[src/rtl/mem_bus_pkg.sv]
// Shared definitions for the PicoRV32-style native memory bus:
// arbiter state encoding, request bundle and default error read data.
package mem_bus_pkg;

    typedef enum logic [1:0] {
        IDLE = 2'd0,
        BUSY = 2'd1,
        RESP = 2'd2
    } arb_state_e;

    // Plain-vector copies of the state encoding for registers kept as logic.
    localparam logic [1:0] ST_IDLE = 2'd0;
    localparam logic [1:0] ST_BUSY = 2'd1;
    localparam logic [1:0] ST_RESP = 2'd2;

    // One native-bus request as presented by a master.
    typedef struct packed {
        logic        instr;
        logic [31:0] addr;
        logic [31:0] wdata;
        logic [3:0]  wstrb;
    } mem_req_t;

    // Read data handed back when the slave never answers.
    localparam logic [31:0] ERR_RDATA_DEFAULT = 32'hDEAD_BEEF;

endpackage

[src/rtl/mem_arbiter2_if.sv]
// Native memory bus bundle. "master" drives the request and receives the
// completion; "slave" is the opposite side. err is a timeout flag raised by
// the arbiter towards its masters; a real memory slave leaves it at 0.
interface mem_arbiter2_if;
    logic        valid;
    logic        instr;
    logic [31:0] addr;
    logic [31:0] wdata;
    logic [3:0]  wstrb;
    logic        ready;
    logic [31:0] rdata;
    logic        err;

    modport master (
        output valid, instr, addr, wdata, wstrb,
        input  ready, rdata, err
    );

    modport slave (
        input  valid, instr, addr, wdata, wstrb,
        output ready, rdata, err
    );
endinterface

[src/rtl/mem_arbiter2_rr_arb2.sv]
// Two-way round-robin pick. With a single requester it wins; with both
// requesting, the one that was not granted last time wins.
module rr_arb2 (
    input  logic [1:0] req_i,
    input  logic       last_i,
    output logic       gnt_valid_o,
    output logic       gnt_idx_o
);

    // Combinational winner selection from the request pair and last grant.
    always_comb begin
        gnt_valid_o = |req_i;
        if (&req_i) begin
            gnt_idx_o = ~last_i;
        end else begin
            gnt_idx_o = req_i[1];
        end
    end

endmodule

[src/rtl/mem_arbiter2.sv]
// Two-master arbiter in front of one native-bus memory slave. Requests are
// serialised round-robin, the slave request is registered, and a watchdog
// completes an unanswered access with err=1 and ERR_RDATA.
module mem_arbiter2
    import mem_bus_pkg::*;
#(
    parameter int unsigned TIMEOUT   = 64,
    parameter logic [31:0] ERR_RDATA = ERR_RDATA_DEFAULT
) (
    input  logic           clk,
    input  logic           resetn,
    mem_arbiter2_if.slave  m0,
    mem_arbiter2_if.slave  m1,
    mem_arbiter2_if.master s,
    output logic           grant_o
);

    localparam int CW = $clog2(TIMEOUT + 1);

    logic [1:0]    state_q, state_d;
    logic          s_valid_q, s_valid_d;
    mem_req_t      req_q, req_d;
    logic [CW-1:0] cnt_q, cnt_d;
    logic          grant_q, grant_d;

    // Completion produced this cycle, routed to the granted master's registers.
    logic          done_d;
    logic [31:0]   rsp_rdata_d;
    logic          rsp_err_d;

    logic          ready_q [2];
    logic [31:0]   rdata_q [2];
    logic          err_q   [2];

    mem_req_t      m0_req_w, m1_req_w;
    logic          gnt_valid_w, gnt_idx_w;

    assign m0_req_w = '{instr: m0.instr, addr: m0.addr, wdata: m0.wdata, wstrb: m0.wstrb};
    assign m1_req_w = '{instr: m1.instr, addr: m1.addr, wdata: m1.wdata, wstrb: m1.wstrb};

    rr_arb2 u_rr_arb2 (
        .req_i       ({m1.valid, m0.valid}),
        .last_i      (grant_q),
        .gnt_valid_o (gnt_valid_w),
        .gnt_idx_o   (gnt_idx_w)
    );

    // Next-state logic: grant in IDLE, wait for slave or timeout in BUSY,
    // one response cycle in RESP. s.ready only matters in BUSY.
    always_comb begin
        state_d     = state_q;
        s_valid_d   = s_valid_q;
        req_d       = req_q;
        cnt_d       = cnt_q;
        grant_d     = grant_q;
        done_d      = 1'b0;
        rsp_rdata_d = '0;
        rsp_err_d   = 1'b0;
        case (state_q)
            ST_IDLE: begin
                if (gnt_valid_w) begin
                    grant_d   = gnt_idx_w;
                    req_d     = gnt_idx_w ? m1_req_w : m0_req_w;
                    s_valid_d = 1'b1;
                    cnt_d     = '0;
                    state_d   = ST_BUSY;
                end
            end
            ST_BUSY: begin
                if (s.ready) begin
                    rsp_rdata_d = (req_q.wstrb == 4'h0) ? s.rdata : 32'h0;
                    done_d      = 1'b1;
                    s_valid_d   = 1'b0;
                    state_d     = ST_RESP;
                end else if (cnt_q == CW'(TIMEOUT - 1)) begin
                    rsp_rdata_d = ERR_RDATA;
                    rsp_err_d   = 1'b1;
                    done_d      = 1'b1;
                    s_valid_d   = 1'b0;
                    state_d     = ST_RESP;
                end else begin
                    cnt_d = cnt_q + CW'(1);
                end
            end
            ST_RESP: begin
                state_d = ST_IDLE;
            end
            default: begin
                state_d = ST_IDLE;
            end
        endcase
    end

    // Arbiter state, registered slave request and watchdog counter.
    always_ff @(posedge clk) begin
        if (!resetn) begin
            state_q   <= ST_IDLE;
            s_valid_q <= 1'b0;
            req_q     <= '0;
            cnt_q     <= '0;
            grant_q   <= 1'b1;
        end else begin
            state_q   <= state_d;
            s_valid_q <= s_valid_d;
            req_q     <= req_d;
            cnt_q     <= cnt_d;
            grant_q   <= grant_d;
        end
    end

    // Per-master completion registers: ready pulses for the RESP cycle,
    // rdata/err hold until that master's next completion.
    for (genvar gi = 0; gi < 2; gi++) begin : g_rsp
        // Load the response when the granted master's transaction finishes.
        always_ff @(posedge clk) begin
            if (!resetn) begin
                ready_q[gi] <= 1'b0;
                rdata_q[gi] <= '0;
                err_q[gi]   <= 1'b0;
            end else begin
                ready_q[gi] <= done_d && (grant_q == 1'(gi));
                if (done_d && (grant_q == 1'(gi))) begin
                    rdata_q[gi] <= rsp_rdata_d;
                    err_q[gi]   <= rsp_err_d;
                end
            end
        end
    end

    assign s.valid  = s_valid_q;
    assign s.instr  = req_q.instr;
    assign s.addr   = req_q.addr;
    assign s.wdata  = req_q.wdata;
    assign s.wstrb  = req_q.wstrb;

    assign m0.ready = ready_q[0];
    assign m0.rdata = rdata_q[0];
    assign m0.err   = err_q[0];
    assign m1.ready = ready_q[1];
    assign m1.rdata = rdata_q[1];
    assign m1.err   = err_q[1];

    assign grant_o  = grant_q;

endmodule

[src/flat_wrapper.sv]
// flat-port wrapper written by rule: the top's interface ports become plain ports
module mem_arbiter2_flat import mem_bus_pkg::*;
#(
    parameter int unsigned TIMEOUT   = 64,
    parameter logic [31:0] ERR_RDATA = ERR_RDATA_DEFAULT
)
  (clk, resetn, grant_o, m0_valid, m0_instr, m0_addr, m0_wdata, m0_wstrb, m0_ready, m0_rdata, m0_err, m1_valid, m1_instr, m1_addr, m1_wdata, m1_wstrb, m1_ready, m1_rdata, m1_err, s_valid, s_instr, s_addr, s_wdata, s_wstrb, s_ready, s_rdata, s_err);
  mem_arbiter2_if m0_i ();
  mem_arbiter2_if m1_i ();
  mem_arbiter2_if s_i ();
  input  logic clk;
  input  logic resetn;
  output logic grant_o;
  input wire logic [$bits(m0_i.valid)-1:0] m0_valid;
  input wire logic [$bits(m0_i.instr)-1:0] m0_instr;
  input wire logic [$bits(m0_i.addr)-1:0] m0_addr;
  input wire logic [$bits(m0_i.wdata)-1:0] m0_wdata;
  input wire logic [$bits(m0_i.wstrb)-1:0] m0_wstrb;
  output wire logic [$bits(m0_i.ready)-1:0] m0_ready;
  output wire logic [$bits(m0_i.rdata)-1:0] m0_rdata;
  output wire logic [$bits(m0_i.err)-1:0] m0_err;
  input wire logic [$bits(m1_i.valid)-1:0] m1_valid;
  input wire logic [$bits(m1_i.instr)-1:0] m1_instr;
  input wire logic [$bits(m1_i.addr)-1:0] m1_addr;
  input wire logic [$bits(m1_i.wdata)-1:0] m1_wdata;
  input wire logic [$bits(m1_i.wstrb)-1:0] m1_wstrb;
  output wire logic [$bits(m1_i.ready)-1:0] m1_ready;
  output wire logic [$bits(m1_i.rdata)-1:0] m1_rdata;
  output wire logic [$bits(m1_i.err)-1:0] m1_err;
  output wire logic [$bits(s_i.valid)-1:0] s_valid;
  output wire logic [$bits(s_i.instr)-1:0] s_instr;
  output wire logic [$bits(s_i.addr)-1:0] s_addr;
  output wire logic [$bits(s_i.wdata)-1:0] s_wdata;
  output wire logic [$bits(s_i.wstrb)-1:0] s_wstrb;
  input wire logic [$bits(s_i.ready)-1:0] s_ready;
  input wire logic [$bits(s_i.rdata)-1:0] s_rdata;
  input wire logic [$bits(s_i.err)-1:0] s_err;
  assign m0_i.valid = m0_valid;
  assign m0_i.instr = m0_instr;
  assign m0_i.addr = m0_addr;
  assign m0_i.wdata = m0_wdata;
  assign m0_i.wstrb = m0_wstrb;
  assign m0_ready = m0_i.ready;
  assign m0_rdata = m0_i.rdata;
  assign m0_err = m0_i.err;
  assign m1_i.valid = m1_valid;
  assign m1_i.instr = m1_instr;
  assign m1_i.addr = m1_addr;
  assign m1_i.wdata = m1_wdata;
  assign m1_i.wstrb = m1_wstrb;
  assign m1_ready = m1_i.ready;
  assign m1_rdata = m1_i.rdata;
  assign m1_err = m1_i.err;
  assign s_valid = s_i.valid;
  assign s_instr = s_i.instr;
  assign s_addr = s_i.addr;
  assign s_wdata = s_i.wdata;
  assign s_wstrb = s_i.wstrb;
  assign s_i.ready = s_ready;
  assign s_i.rdata = s_rdata;
  assign s_i.err = s_err;
  mem_arbiter2 #(.TIMEOUT(TIMEOUT), .ERR_RDATA(ERR_RDATA)) u_core (.clk(clk), .resetn(resetn), .m0(m0_i), .m1(m1_i), .s(s_i), .grant_o(grant_o));
endmodule
[config.mk]
export PLATFORM = sky130hd
export DESIGN_NAME = mem_arbiter2_flat
export DESIGN_NICKNAME = d
export VERILOG_FILES = /design/src/rtl/mem_bus_pkg.sv /design/src/rtl/mem_arbiter2_if.sv /design/src/rtl/mem_arbiter2_rr_arb2.sv /design/src/rtl/mem_arbiter2.sv /design/src/flat_wrapper.sv
export SDC_FILE = /design/constraint.sdc
export NUM_CORES = 1
export LEC_CHECK = 0
export ABC_CLOCK_PERIOD_IN_PS = 5800
export BUFFER_PORTS_ARGS = -buffer_cell sky130_fd_sc_hd__buf_4
export CORE_AREA = 4 4 121 123
export DETAILED_ROUTE_END_ITERATION = 6
export DIE_AREA = 0 0 125 127
export HOLD_SLACK_MARGIN = 0.05
export PLACE_DENSITY = 0.77
export SYNTH_ARGS = -nofsm -noshare
export SYNTH_HDL_FRONTEND = slang
export SYNTH_HIERARCHICAL = 1
export SYNTH_SLANG_ARGS = --single-unit
export TNS_END_PERCENT = 20
[constraint.sdc]
create_clock -name clk -period 5.8 [get_ports clk]
set_input_delay 1.16 -clock clk [delete_from_list [all_inputs] [get_ports clk]]
set_output_delay 1.16 -clock clk [all_outputs]
set_load 0.005 [all_outputs]
* Word level (Yosys, flattened, before mapping)
Memory sizes are Yosys's and may differ from the RTL's.
Index checks and enable logic that the tools add are counted.
** Word-level totals
- Input bits :: 176
- Memory bits (writable) :: 68
- Bits in registers :: 80
- Memories kept :: 3
- Output and inout bits :: 139
- Word-level logic and storage cells :: 73
** Memory list
- u_core.rdata_q :: depth 2, width 32, rd ports 2, clocked after memory_dff 0, wr ports 2, line mem_arbiter2.sv:32 : logic [31:0] rdata_q [2];
- u_core.err_q :: depth 2, width 1, rd ports 2, clocked after memory_dff 0, wr ports 2, line mem_arbiter2.sv:33 : logic err_q [2];
- u_core.ready_q :: depth 2, width 1, rd ports 2, clocked after memory_dff 0, wr ports 2, line mem_arbiter2.sv:31 : logic ready_q [2];
** Operators by class
- Equal/unequal tests :: 6
- $add $sub $neg :: 1
- Multiplexer cells :: 37
- Bitwise gates (word level) :: 7
- Reduce and logical (&&, ||, !) cells :: 11
** Operators with widths (count)
- $mux W32 :: 6
- $mux W69 :: 1
- $mux W1 :: 21
- $mux W7 :: 3
- $pmux W7 S2 :: 1
- $add A7 B1 Y7 const B :: 1
- $eq A7 B6 Y1 const B :: 1
- $mux W2 :: 3
- $or A1 B1 Y1 :: 6
- $reduce_and A2 Y1 :: 3
- $logic_not A4 Y1 :: 1
- $ne A2 B2 Y1 const B :: 2
- $pmux W2 S2 :: 1
- $reduce_and A4 Y1 :: 1
- $ne A3 B2 Y1 const B :: 1
- $reduce_and A3 Y1 :: 1
- $eq A2 B1 Y1 const B :: 1
- $logic_and A1 B1 Y1 :: 2
- $logic_not A2 Y1 :: 1
- $ne A2 B1 Y1 const B :: 1
- $pmux W1 S2 :: 1
- $reduce_bool A2 Y1 :: 1
- $reduce_or A2 Y1 :: 1
- $not A1 Y1 :: 1

* Logic depth before layout (Yosys ltp)
Gate-level depths: netlist (run 1).
- Depth in word-level cells :: 9
- Depth in mapped cells :: 6
- Gate-level depth less buffers :: 5

* By module
The synthesis (run 1) kept the hierarchy.
** Modules (own cells, without submodules)
- mem_arbiter2 :: seq. area each 3613.5 µm², area an instance 6193.4 µm², cells each 548, times used 1
- rr_arb2 :: seq. area each 0.0 µm², area an instance 13.8 µm², cells each 2, times used 1

* Worst setup path after synthesis (run 1)
No wires, ideal clock.
- Path type :: input -> register
- Start point :: input port s_ready
- End point :: memory u_core.err_q[0], enable pin
- Slack :: 1.562 ns
- Cell stages on the path :: 3
- Library setup time :: 0.469 ns
- Buffers on the path :: 0
- Data arrival time :: 3.769 ns
- Required time :: 5.331 ns
- Path through :: o21bai_4 nand2_1 o21ai_0
** RTL lines
- start: declaration :: line flat_wrapper.sv:35 : input wire logic [$bits(s_i.ready)-1:0] s_ready;
- end: declaration :: line mem_arbiter2.sv:33

==> run_results.csv, run 1 <==
group,metric,value,unit
run_status,outcome,"finished, final reports clean",
floorplanning,fp.dieH,127,um
critical_path,slowest_delay,880,ps
critical_path,worstPathArrival,2760,ps
critical_path,cp_top_family,"simple AND/OR/NAND/NOR gates",
floorplanning,fp.dieArea,15900,sq um
global_routing,top_usage_layer,"met2",
sta,drv_slew,0,
synthesis,synth.avg_cell_area,11.3,sq um
place,place_inst,1007,
place,place.port_buffers,313,
clock_tree,hold_buffers,0,
place,dp_hpwl,13700,um
min_path,hp-class,"flip-flop to flip-flop",
sta,timing.fmax,0.365,GHz
layout,diodes,0,
layout,nFillCells,1068,
clock_tree,cts_setup_buffers,0,
critical_path,crit_path_start,"u_core/state_q[0]$_SDFFE_PN0P_",
sta,relSlewSlack,25.2,%
global_routing,grt_max_degree,109,
power,power.total,2.83,mW
sta,finalCriticalPeriod,2740,ps
sta,setup_viol,0,
synthesis,syn_inst,550,
flow_run,drv_cap,0,
sta,setup_tns,0,ps
clock_tree,cts_tree,"yes",
global_routing,grt_overflow_total,0,
sta,hold_viol,0,
routing,drc_errors,0,
power,power.density,306,nW/um^2
critical_path,cpMaxStageDelayCell,"o21ai_4",
floorplanning,fp.dieW,125,um
critical_path,crit_type,"flip-flop to flip-flop",
power,vdd_drop_max,0.163,mV
place,gp_congestion,0.823,
layout,multi_input_area,2420,sq um
global_routing,grt_pass1_vias,5232,
clock_tree,clk_pin_slew_worst_paths,60,ps
clock_tree,clockBufferDepth,2,
critical_path,r2r_start,"u_core/state_q[0]$_SDFFE_PN0P_",
global_routing,global_route.usage.met2,38.1,%
floorplanning,io_pins,315,
clock_tree,root_buffer,"clkbuf_16",
critical_path,worstPathRequired,5820,ps
clock_tree,htree_levels,4,
global_routing,grt_pass1_wl,27600,um
sta,skew,6.13,ps
layout,regArea,3610,sq um
critical_path,worstSetupEndpointType,"flip-flop",
sta,rsz0062_at_grt,"false",
layout,fin_cells,1039,
critical_path,cp.buffers_inverters,0,
sta,period_share,47.2,%
critical_path,worstPathCellList,"nor2b_1 -> nand2_1 -> o21ai_4",
clock_tree,post_cts_resized,0,
routing,vias_per_cell,5.03,
global_routing,antenna_found_initial,0,
layout,drive_above_1_share,41.9,%
critical_path,worstSetupStartpointType,"flip-flop",
floorplanning,start_util,45.4,%
synthesis,ys_warn_count,6,
routing,drt-total-wl,17700,um
routing,ant_nets,0,
sta,tightest_slew,1110,ps
routing,drtIter0Drc,292,
global_routing,track_usage,22.0,%
power,cellLeakagePower,4.14,nW
synthesis,yosys.cell_types.count,39,
layout,areaGrowthSynthToFinish,49.3,%
synthesis,syn-num-nets,727,
synthesis,seq_area_frac_synth,58.2,%
clock_tree,cts_sinks,148,
clock_tree,cts_made_buffers,17,
synthesis,synth-seq-cells,148,
routing,wl_per_cell,17.1,um
global_routing,grt_use_met3,6.10,%
routing,vias,5226,
floorplanning,fp.coreArea,13700,sq um
routing,firstDrtPassIters,4,
layout,final_nets,1023,
synthesis,syn_area,6210,sq um
critical_path,cp_max_fo,33,
clock_tree,clkLatencyLatePin,410,ps
global_routing,use_met1,26.0,%
floorplanning,num_rows,43,
min_path,hp-start,"u_core/cnt_q[6]$_SDFFE_PN0P_",
worst min-delay path: stages (launching register included):
cell	delay, ps
dfxtp_1	300
nand3_1	70
a21oi_1	50
metrics by stage:
stage / setup WS (ps) / utilization (%) / area [sq um] / hold slack [ps]
6_report: 3060 / 67.8 / 9270 / 472
5_1_grt: 2820 / 67.8 / 9270 / 503
4_1_cts: 2990 / 67.8 / 9270 / 476
3_5_place_dp: 2660 / 63.4 / 8670 / 468
3_3_place_gp: 2690 / 63.4 / 8670 / 429
2_1_floorplan: 1560 / - / 6210 / 419
area by class of cell:
cell class	instances	share of cell area, %
Tap cell	180	2.43
Sequential cell	148	39.0
Timing Repair Buffer	319	25.8
Inverter	4	0.162
Multi-Input combinational cell	356	26.1
Clock inverter	12	1.74
Clock buffer	20	4.71
path summary, 6_finish.rpt:
| path | endpoint | slack [ps] | depth (start not counted) |
|---|---|---|---|
| setup / recovery | u_core/rdata_q[0][24]$_SDFFCE_PN0P_ | 3060 | 3 |
| hold / removal | u_core/cnt_q[6]$_SDFFE_PN0P_ | 470 | 2 |
| hold reg to reg | u_core/cnt_q[6]$_SDFFE_PN0P_ | 470 | 2 |
| setup reg to reg | u_core/rdata_q[0][24]$_SDFFCE_PN0P_ | 3060 | 3 |
routing by layer:
metal  vias to the layer above  part of all wire [%]
li1                       2590                     -
met1                      2334                    39
met2                       271                    50
met3                        31                   8.3
met4                         0                   2.6
met5                         -                     0
power by group:
group / internal [mW] / switching (mW) / leakage, nW
clock: 0.713 / 0.394 / 0.296
combinational: 0.262 / 0.235 / 2.48
sequential: 1.18 / 0.0476 / 1.36
total: 2.15 / 0.677 / 4.14
kinds of logic (layout without fill, tap and decap cells):
group / count (synthesis) / in the layout / synth area share (%)
AND/OR/NAND/NOR: 172 / 172 / 13.3
adder cells (fa/ha/maj): 1 / 1 / 0.202
multiplexers: 70 / 70 / 11.3
buffers and inverters: 46 / 355 / 3.35
flip-flops: 148 / 148 / 58.2
AO/OA/AOI/OAI: 113 / 113 / 13.7
state kept, by name (all words and copies together), names as in the netlist, 2 cells and up:
register and cells:
u_core/s.wstrb 4, u_core/state_q 2, u_core/s.addr 32, u_core/cnt_q 7, u_core/ready_q 2, u_core/s.wdata 32
u_core/rdata_q 64, u_core/err_q 2
cells in the final DEF (no fill, tap or decap), types with 2 or more instances in the layout:
master	synthesis	layout
clkinv_2	0	5
clkinv_1	1	2
bufinv_16	0	4
clkbuf_16	0	17
nand3_1	7	7
a31oi_1	3	3
and2_1	16	16
edfxtp_1	65	65
buf_4	1	319
a311oi_1	2	2
nor2b_1	3	3
dfxtp_1	83	83
a21oi_1	5	5
clkbuf_1	15	3
nand4_4	3	3
nor2_1	123	123
nand2_1	7	7
nor4_1	2	2
mux2i_1	70	70
a211oi_1	69	69
a21boi_0	23	23
o21bai_4	2	2
inv_1	3	3
cell usage after synthesis:
| library cell | number | area, sq um |
|---|---|---|
| a211oi_1 | 69 | 518 |
| a21boi_0 | 23 | 173 |
| a21boi_1 | 2 | 15.0 |
| a21oi_1 | 5 | 25.0 |
| a311oi_1 | 2 | 17.5 |
| a31oi_1 | 3 | 18.8 |
| and2_1 | 16 | 100 |
| buf_1 | 1 | 3.75 |
| buf_2 | 25 | 125 |
| buf_4 | 1 | 7.51 |
| clkbuf_1 | 15 | 56.3 |
| clkinv_1 | 1 | 3.75 |
| dfxtp_1 | 83 | 1660 |
| edfxtp_1 | 65 | 1950 |
| ha_1 | 1 | 12.5 |
| inv_1 | 3 | 11.3 |
| mux2i_1 | 70 | 701 |
| nand2_1 | 7 | 26.3 |
| nand2b_1 | 1 | 6.26 |
| nand3_1 | 7 | 35.0 |
| nand4_1 | 1 | 6.26 |
| nand4_4 | 3 | 63.8 |
| nor2_1 | 123 | 462 |
| nor2b_1 | 3 | 18.8 |
| nor3_1 | 1 | 5.00 |
| nor3_2 | 1 | 10.0 |
| nor3b_1 | 1 | 7.51 |
| nor3b_2 | 2 | 25.0 |
| nor4_1 | 2 | 12.5 |
| nor4_4 | 1 | 21.3 |
| o211a_1 | 1 | 10.0 |
| o211ai_1 | 1 | 7.51 |
| o21ai_0 | 3 | 15.0 |
| o21ai_1 | 1 | 5.00 |
| o21bai_4 | 2 | 37.5 |
| o31ai_1 | 1 | 7.51 |
| or2_1 | 1 | 6.26 |
| or3_1 | 1 | 6.26 |
| or3b_4 | 1 | 11.3 |
Note: power is estimated with default switching activity, not from simulation.
==> run 2: changes to the inputs <==
--- a/config.mk
+++ b/config.mk
@@ -5,13 +5,13 @@
 export SDC_FILE = /design/constraint.sdc
 export NUM_CORES = 1
 export LEC_CHECK = 0
-export ABC_CLOCK_PERIOD_IN_PS = 5800
+export ABC_CLOCK_PERIOD_IN_PS = 2200
 export BUFFER_PORTS_ARGS = -buffer_cell sky130_fd_sc_hd__buf_4
-export CORE_AREA = 4 4 121 123
+export CORE_MARGIN = 4
+export CORE_UTILIZATION = 41
 export DETAILED_ROUTE_END_ITERATION = 6
-export DIE_AREA = 0 0 125 127
 export HOLD_SLACK_MARGIN = 0.05
-export PLACE_DENSITY = 0.77
+export PLACE_DENSITY = 0.73
 export SYNTH_ARGS = -nofsm -noshare
 export SYNTH_HDL_FRONTEND = slang
 export SYNTH_HIERARCHICAL = 1
==> constraint.sdc (replaced) <==
create_clock -name clk -period 2.2 [get_ports clk]
set_input_delay 0.44 -clock clk [delete_from_list [all_inputs] [get_ports clk]]
set_output_delay 0.44 -clock clk [all_outputs]
set_load 0.005 [all_outputs]
==> run 2 against run 1 <==
  * Clock skew up 2.8 ps
  * Largest cell class unchanged
  * Sequential cell count unchanged
  * Utilization down 3.4 points
  * Fmax up 39%
  * Via count up 1.3%
  * Sequential power rose to 2.6 times the previous value
  * Critical endpoint is now u_core/rdata_q[1][4]$_SDFFCE_PN0P_
  * Sequential share of layout area down 0.86 points
  * Highest routed layer unchanged
  * Clock power up 150%
  * Register-to-register slack worse by 2800 ps
==> run_results.csv, run 2 (same netlist as run 1, synthesis figures left out) <==
group,metric,value,unit
clock_tree,cts_sinks,148,
critical_path,worstPathRequired,2300,ps
layout,final_nets,1039,
sta,skew,8.98,ps
global_routing,track_usage,20.7,%
clock_tree,cts_made_buffers,17,
power,cellLeakagePower,4.24,nW
floorplanning,fp.coreArea,14700,sq um
power,power.density,778,nW/um^2
sta,holdWs,314,ps
critical_path,worstPathCellList,"ha_1 -> nand4_4 -> o21bai_4 -> nand2_1 -> o21ai_4 -> buf_12",
clock_tree,clkLatencyLatePin,410,ps
place,gp_congestion,0.821,
routing,ant_nets,0,
global_routing,grt_pass1_vias,5146,
floorplanning,fp.dieW,131,um
global_routing,antenna_found_initial,0,
clock_tree,cts_tree,"yes",
flow_run,drv_cap,0,
clock_tree,hold_buffers,0,
floorplanning,num_rows,44,
place,place.port_buffers,313,
routing,wl_per_cell,17.2,um
layout,largest_reg_flops,64,
critical_path,slowest_delay,370,ps
sta,finalCriticalPeriod,1980,ps
critical_path,worstSetupEndpointType,"flip-flop",
run_status,outcome,"finished, final reports clean",
sta,drv_slew,0,
sta,timing.fmax,0.506,GHz
clock_tree,root_buffer,"clkbuf_16",
routing,drc_errors,0,
critical_path,worst-r2r-setup-slack,220,ps
critical_path,cp.buffers_inverters,1,
critical_path,cpMaxStageDelayCell,"dfxtp_1",
floorplanning,fp.dieH,131,um
place,dpl_cell_area,8910,sq um
min_path,hp-class,"input port to flip-flop",
routing,vias_per_cell,5.00,
floorplanning,fp.dieArea,17200,sq um
sta,relSlewSlack,66.7,%
routing,firstDrtPassIters,5,
global_routing,grt_max_degree,43,
clock_tree,clockBufferDepth,2,
sta,period_share,89.8,%
critical_path,cp_top_family,"compound AO/OA/AOI/OAI gates",
layout,drive_above_1_share,43.0,%
routing,vias,5292,
critical_path,cp_max_fo,32,
critical_path,worstSetupStartpointType,"flip-flop",
layout,largest-register,"u_core/rdata_q",
sta,hold_viol,0,
layout,areaGrowthSynthToFinish,52.6,%
floorplanning,start_util,42.2,%
layout,final_common_cell,"buf_4",
sta,setup_viol,0,
sta,rsz0062_at_grt,"false",
clock_tree,post_cts_resized,0,
routing,drt-total-wl,18200,um
layout,mostFrequentLayoutCells,"326 x buf_4, 123 x nor2_1, 83 x dfxtp_1",
critical_path,crit_type,"flip-flop to flip-flop",
layout,diodes,0,
sta,tightest_slew,498,ps
clock_tree,htree_levels,4,
critical_path,worstPathArrival,2080,ps
routing,drtIter0Drc,230,
clock_tree,cts_setup_buffers,0,
place,dp_hpwl,14300,um
global_routing,grt_overflow_total,0,
layout,design_area,9470,sq um
global_routing,grt_pass1_wl,27100,um
floorplanning,io_pins,315,
layout,nFillCells,1162,
clock_tree,clk_pin_slew_worst_paths,60,ps
power,vdd_drop_max,0.539,mV
## run 2: cell types whose count changed in the layout (fill, tap and decap cells not counted)
cell | before | now
clkinv_4 | 1 | 2
buf_12 | 0 | 9
o21ai_2 | 1 | 0
buf_4 | 319 | 326
o21ai_4 | 1 | 2
bufinv_16 | 4 | 2
clkbuf_8 | 0 | 1
## run 2: through the flow
| step | utilization (%) | total power [mW] | instances | worst slack, ps | TNS [ps] |
|---|---|---|---|---|---|
| 2_1_floorplan | - | 3.86 | 550 | -223 | -13630 |
| 4_1_cts | 64.4 | 7.44 | 1059 | 209 | 0 |
| 6_report | 64.4 | 7.37 | 1059 | 225 | 0 |
| 5_1_grt | 64.4 | 7.69 | 1059 | 76.8 | 0 |
| 3_3_place_gp | 60.6 | 4.67 | 1027 | 280 | 0 |
| 3_5_place_dp | 60.6 | 4.71 | 1027 | 219 | 0 |
## run 2: final timing paths
path	start	end	cells after the start
worst min register to register	u_core/cnt_q[6]$_SDFFE_PN0P_	u_core/cnt_q[6]$_SDFFE_PN0P_	2
worst max register to register	u_core/cnt_q[0]$_SDFFE_PN0P_	u_core/rdata_q[1][4]$_SDFFCE_PN0P_	6
worst max-delay path	u_core/cnt_q[0]$_SDFFE_PN0P_	u_core/rdata_q[1][4]$_SDFFCE_PN0P_	6
worst min-delay path	s_rdata[29]	u_core/rdata_q[1][29]$_SDFFCE_PN0P_	2
## run 2: final cells by class
| class | instances | area (sq um) | share of cell area [%] |
|---|---|---|---|
| Clock buffer | 21 | 450 | 4.75 |
| Clock inverter | 11 | 110 | 1.16 |
| Inverter | 4 | 15.0 | 0.158 |
| Multi-Input combinational cell | 356 | 2430 | 25.6 |
| Sequential cell | 148 | 3610 | 38.1 |
| Tap cell | 184 | 230 | 2.43 |
| Timing Repair Buffer | 335 | 2630 | 27.7 |
## run 2: layer usage
| layer | wire length (um) | GRT usage, % | up-vias |
|---|---|---|---|
| met1 | 6990 | 24.4 | 2391 |
| li1 | - | - | 2618 |
| met4 | 370 | 7.99 | 0 |
| met2 | 9420 | 36.1 | 255 |
| met5 | 0 | 0 | - |
| met3 | 1440 | 5.20 | 28 |
## run 2: power by group
part	switching, mW	leakage (nW)	internal (mW)
combinational	0.647	2.59	0.762
sequential	0.121	1.36	3.11
clock	1.05	0.279	1.68
total	1.82	4.24	5.55
## run 2: worst register-to-register path: stages (launching register included)
cell,delay (ps)
dfxtp_1,370
ha_1,270
nand4_4,170
o21bai_4,240
nand2_1,190
o21ai_4,190
buf_12,220
==> run 3: changes to the inputs <==
--- a/config.mk
+++ b/config.mk
@@ -11,7 +11,7 @@
 export CORE_UTILIZATION = 41
 export DETAILED_ROUTE_END_ITERATION = 6
 export HOLD_SLACK_MARGIN = 0.05
-export PLACE_DENSITY = 0.73
+export PLACE_DENSITY = 0.76
 export SYNTH_ARGS = -nofsm -noshare
 export SYNTH_HDL_FRONTEND = slang
 export SYNTH_HIERARCHICAL = 1
==> run 3 against run 2 <==
  * Final cell count decreased by 1.1%
  * Sequential share of layout area increased by 0.64 points
  * Clock power decreased by 3%
  * Combinational power decreased by 5%
  * Highest routed layer unchanged
  * Non-clock buffer count decreased by 12
  * Die area unchanged
  * Worst hold slack got worse by 2.9 ps
  * Sequential cell count unchanged
  * Clock skew decreased by 0.67 ps
  * Fmax decreased by 0.74%
  * Critical endpoint unchanged
==> run_results.csv, run 3 (same netlist as run 1, synthesis figures left out) <==
group,metric,value,unit
place,gp_congestion,0.828,
layout,fin_cells,1047,
routing,drc_errors,0,
layout,design_area,9320,sq um
routing,firstDrtPassIters,4,
critical_path,worstSetupStartpointType,"flip-flop",
clock_tree,htree_levels,4,
power,power.density,775,nW/um^2
sta,timing.fmax,0.503,GHz
floorplanning,fp.dieH,131,um
min_path,hp-class,"input port to flip-flop",
place,place.port_buffers,313,
sta,setup_viol,0,
layout,areaGrowthSynthToFinish,50.1,%
sta,hold_viol,0,
clock_tree,clockBufferDepth,2,
sta,finalCriticalPeriod,1990,ps
routing,vias_per_cell,4.95,
critical_path,worstPathRequired,2310,ps
place,dp_hpwl,13600,um
sta,tightest_slew,567,ps
global_routing,grt_max_degree,87,
floorplanning,io_pins,315,
floorplanning,start_util,42.2,%
floorplanning,num_rows,44,
floorplanning,fp.coreArea,14700,sq um
global_routing,antenna_found_initial,0,
global_routing,track_usage,20.0,%
routing,vias,5186,
sta,setup_tns,0,ps
clock_tree,clkLatencyLatePin,420,ps
clock_tree,cts_sinks,148,
layout,drive_above_1_share,42.5,%
clock_tree,cts_setup_buffers,0,
flow_run,drv_cap,0,
layout,final_nets,1027,
layout,final_common_cell,"buf_4",
layout,largest_reg_flops,64,
place,place_inst,1015,
layout,diodes,0,
routing,drtIter0Drc,235,
sta,relSlewSlack,62.2,%
routing,wl_per_cell,17.1,um
place,dpl_cell_area,8780,sq um
clock_tree,clk_pin_slew_worst_paths,60,ps
critical_path,worstPathArrival,2100,ps
sta,rsz0062_at_grt,"false",
run_status,outcome,"finished, final reports clean",
global_routing,grt_pass1_wl,26500,um
clock_tree,root_buffer,"clkbuf_16",
routing,drt-total-wl,17900,um
critical_path,crit_type,"flip-flop to flip-flop",
floorplanning,fp.dieArea,17200,sq um
clock_tree,post_cts_resized,0,
clock_tree,hold_buffers,0,
layout,largest-register,"u_core/rdata_q",
sta,drv_slew,0,
power,cellLeakagePower,4.15,nW
clock_tree,cts_tree,"yes",
global_routing,grt_overflow_total,0,
sta,period_share,90.5,%
clock_tree,cts_made_buffers,17,
layout,mostFrequentLayoutCells,"317 x buf_4, 123 x nor2_1, 83 x dfxtp_1",
floorplanning,fp.dieW,131,um
sta,skew,8.31,ps
critical_path,worstSetupEndpointType,"flip-flop",
power,vdd_drop_max,0.526,mV
critical_path,cp_max_fo,32,
routing,ant_nets,0,
global_routing,grt_pass1_vias,5070,
==> run 3: worst paths after layout <==
kind	to	cells past startpoint	slack, ps	start
worst max-delay path	u_core/rdata_q[1][4]$_SDFFCE_PN0P_	6	210	u_core/cnt_q[0]$_SDFFE_PN0P_
worst min-delay path	u_core/rdata_q[1][29]$_SDFFCE_PN0P_	2	310	s_rdata[29]
worst max register to register	u_core/rdata_q[1][4]$_SDFFCE_PN0P_	6	210	u_core/cnt_q[0]$_SDFFE_PN0P_
worst min register to register	u_core/cnt_q[6]$_SDFFE_PN0P_	2	440	u_core/cnt_q[6]$_SDFFE_PN0P_
==> run 3: where the power goes <==
group	leakage (nW)	switching (mW)	internal [mW]
Combinational	2.52	0.621	0.721
Clock	0.267	1.13	1.52
Sequential	1.36	0.121	3.10
==> run 3: critical path, cell delays in order, from the launching register on <==
cell and delay, ps:
dfxtp_1 370, ha_1 260, nand4_4 180, o21bai_4 240
nand2_1 180, o21ai_2 200, buf_12 230
==> run 3: final cells by class <==
class                      count  area (sq um)
inverter                       4          15.0
clock inverter                10          72.6
sequential                   148          3610
clock buffer                  22           468
fill                        1193          5380
timing repair buffer         323          2500
tap                          184           230
multi-input combinational    356          2420
==> run 3: metrics by stage <==
step	util (%)	setup WS, ps	power, mW	hold slack (ps)
floorplan	-	-223	3.86	419
global placement	59.7	279	4.62	431
detailed placement	59.7	235	4.65	437
CTS	63.4	208	7.28	296
global route	63.4	98.6	7.53	300
finish	63.4	210	7.22	311
==> run 3: per-layer routing <==
metal  vias to the layer above  routed length (um)  global-route usage, %
li1                       2610                   -                      -
met1                      2294                7040                   24.3
met2                       249                8770                   33.3
met3                        33                1670                   6.18
met4                         0                 472                   7.99
met5                         -                   0                      0
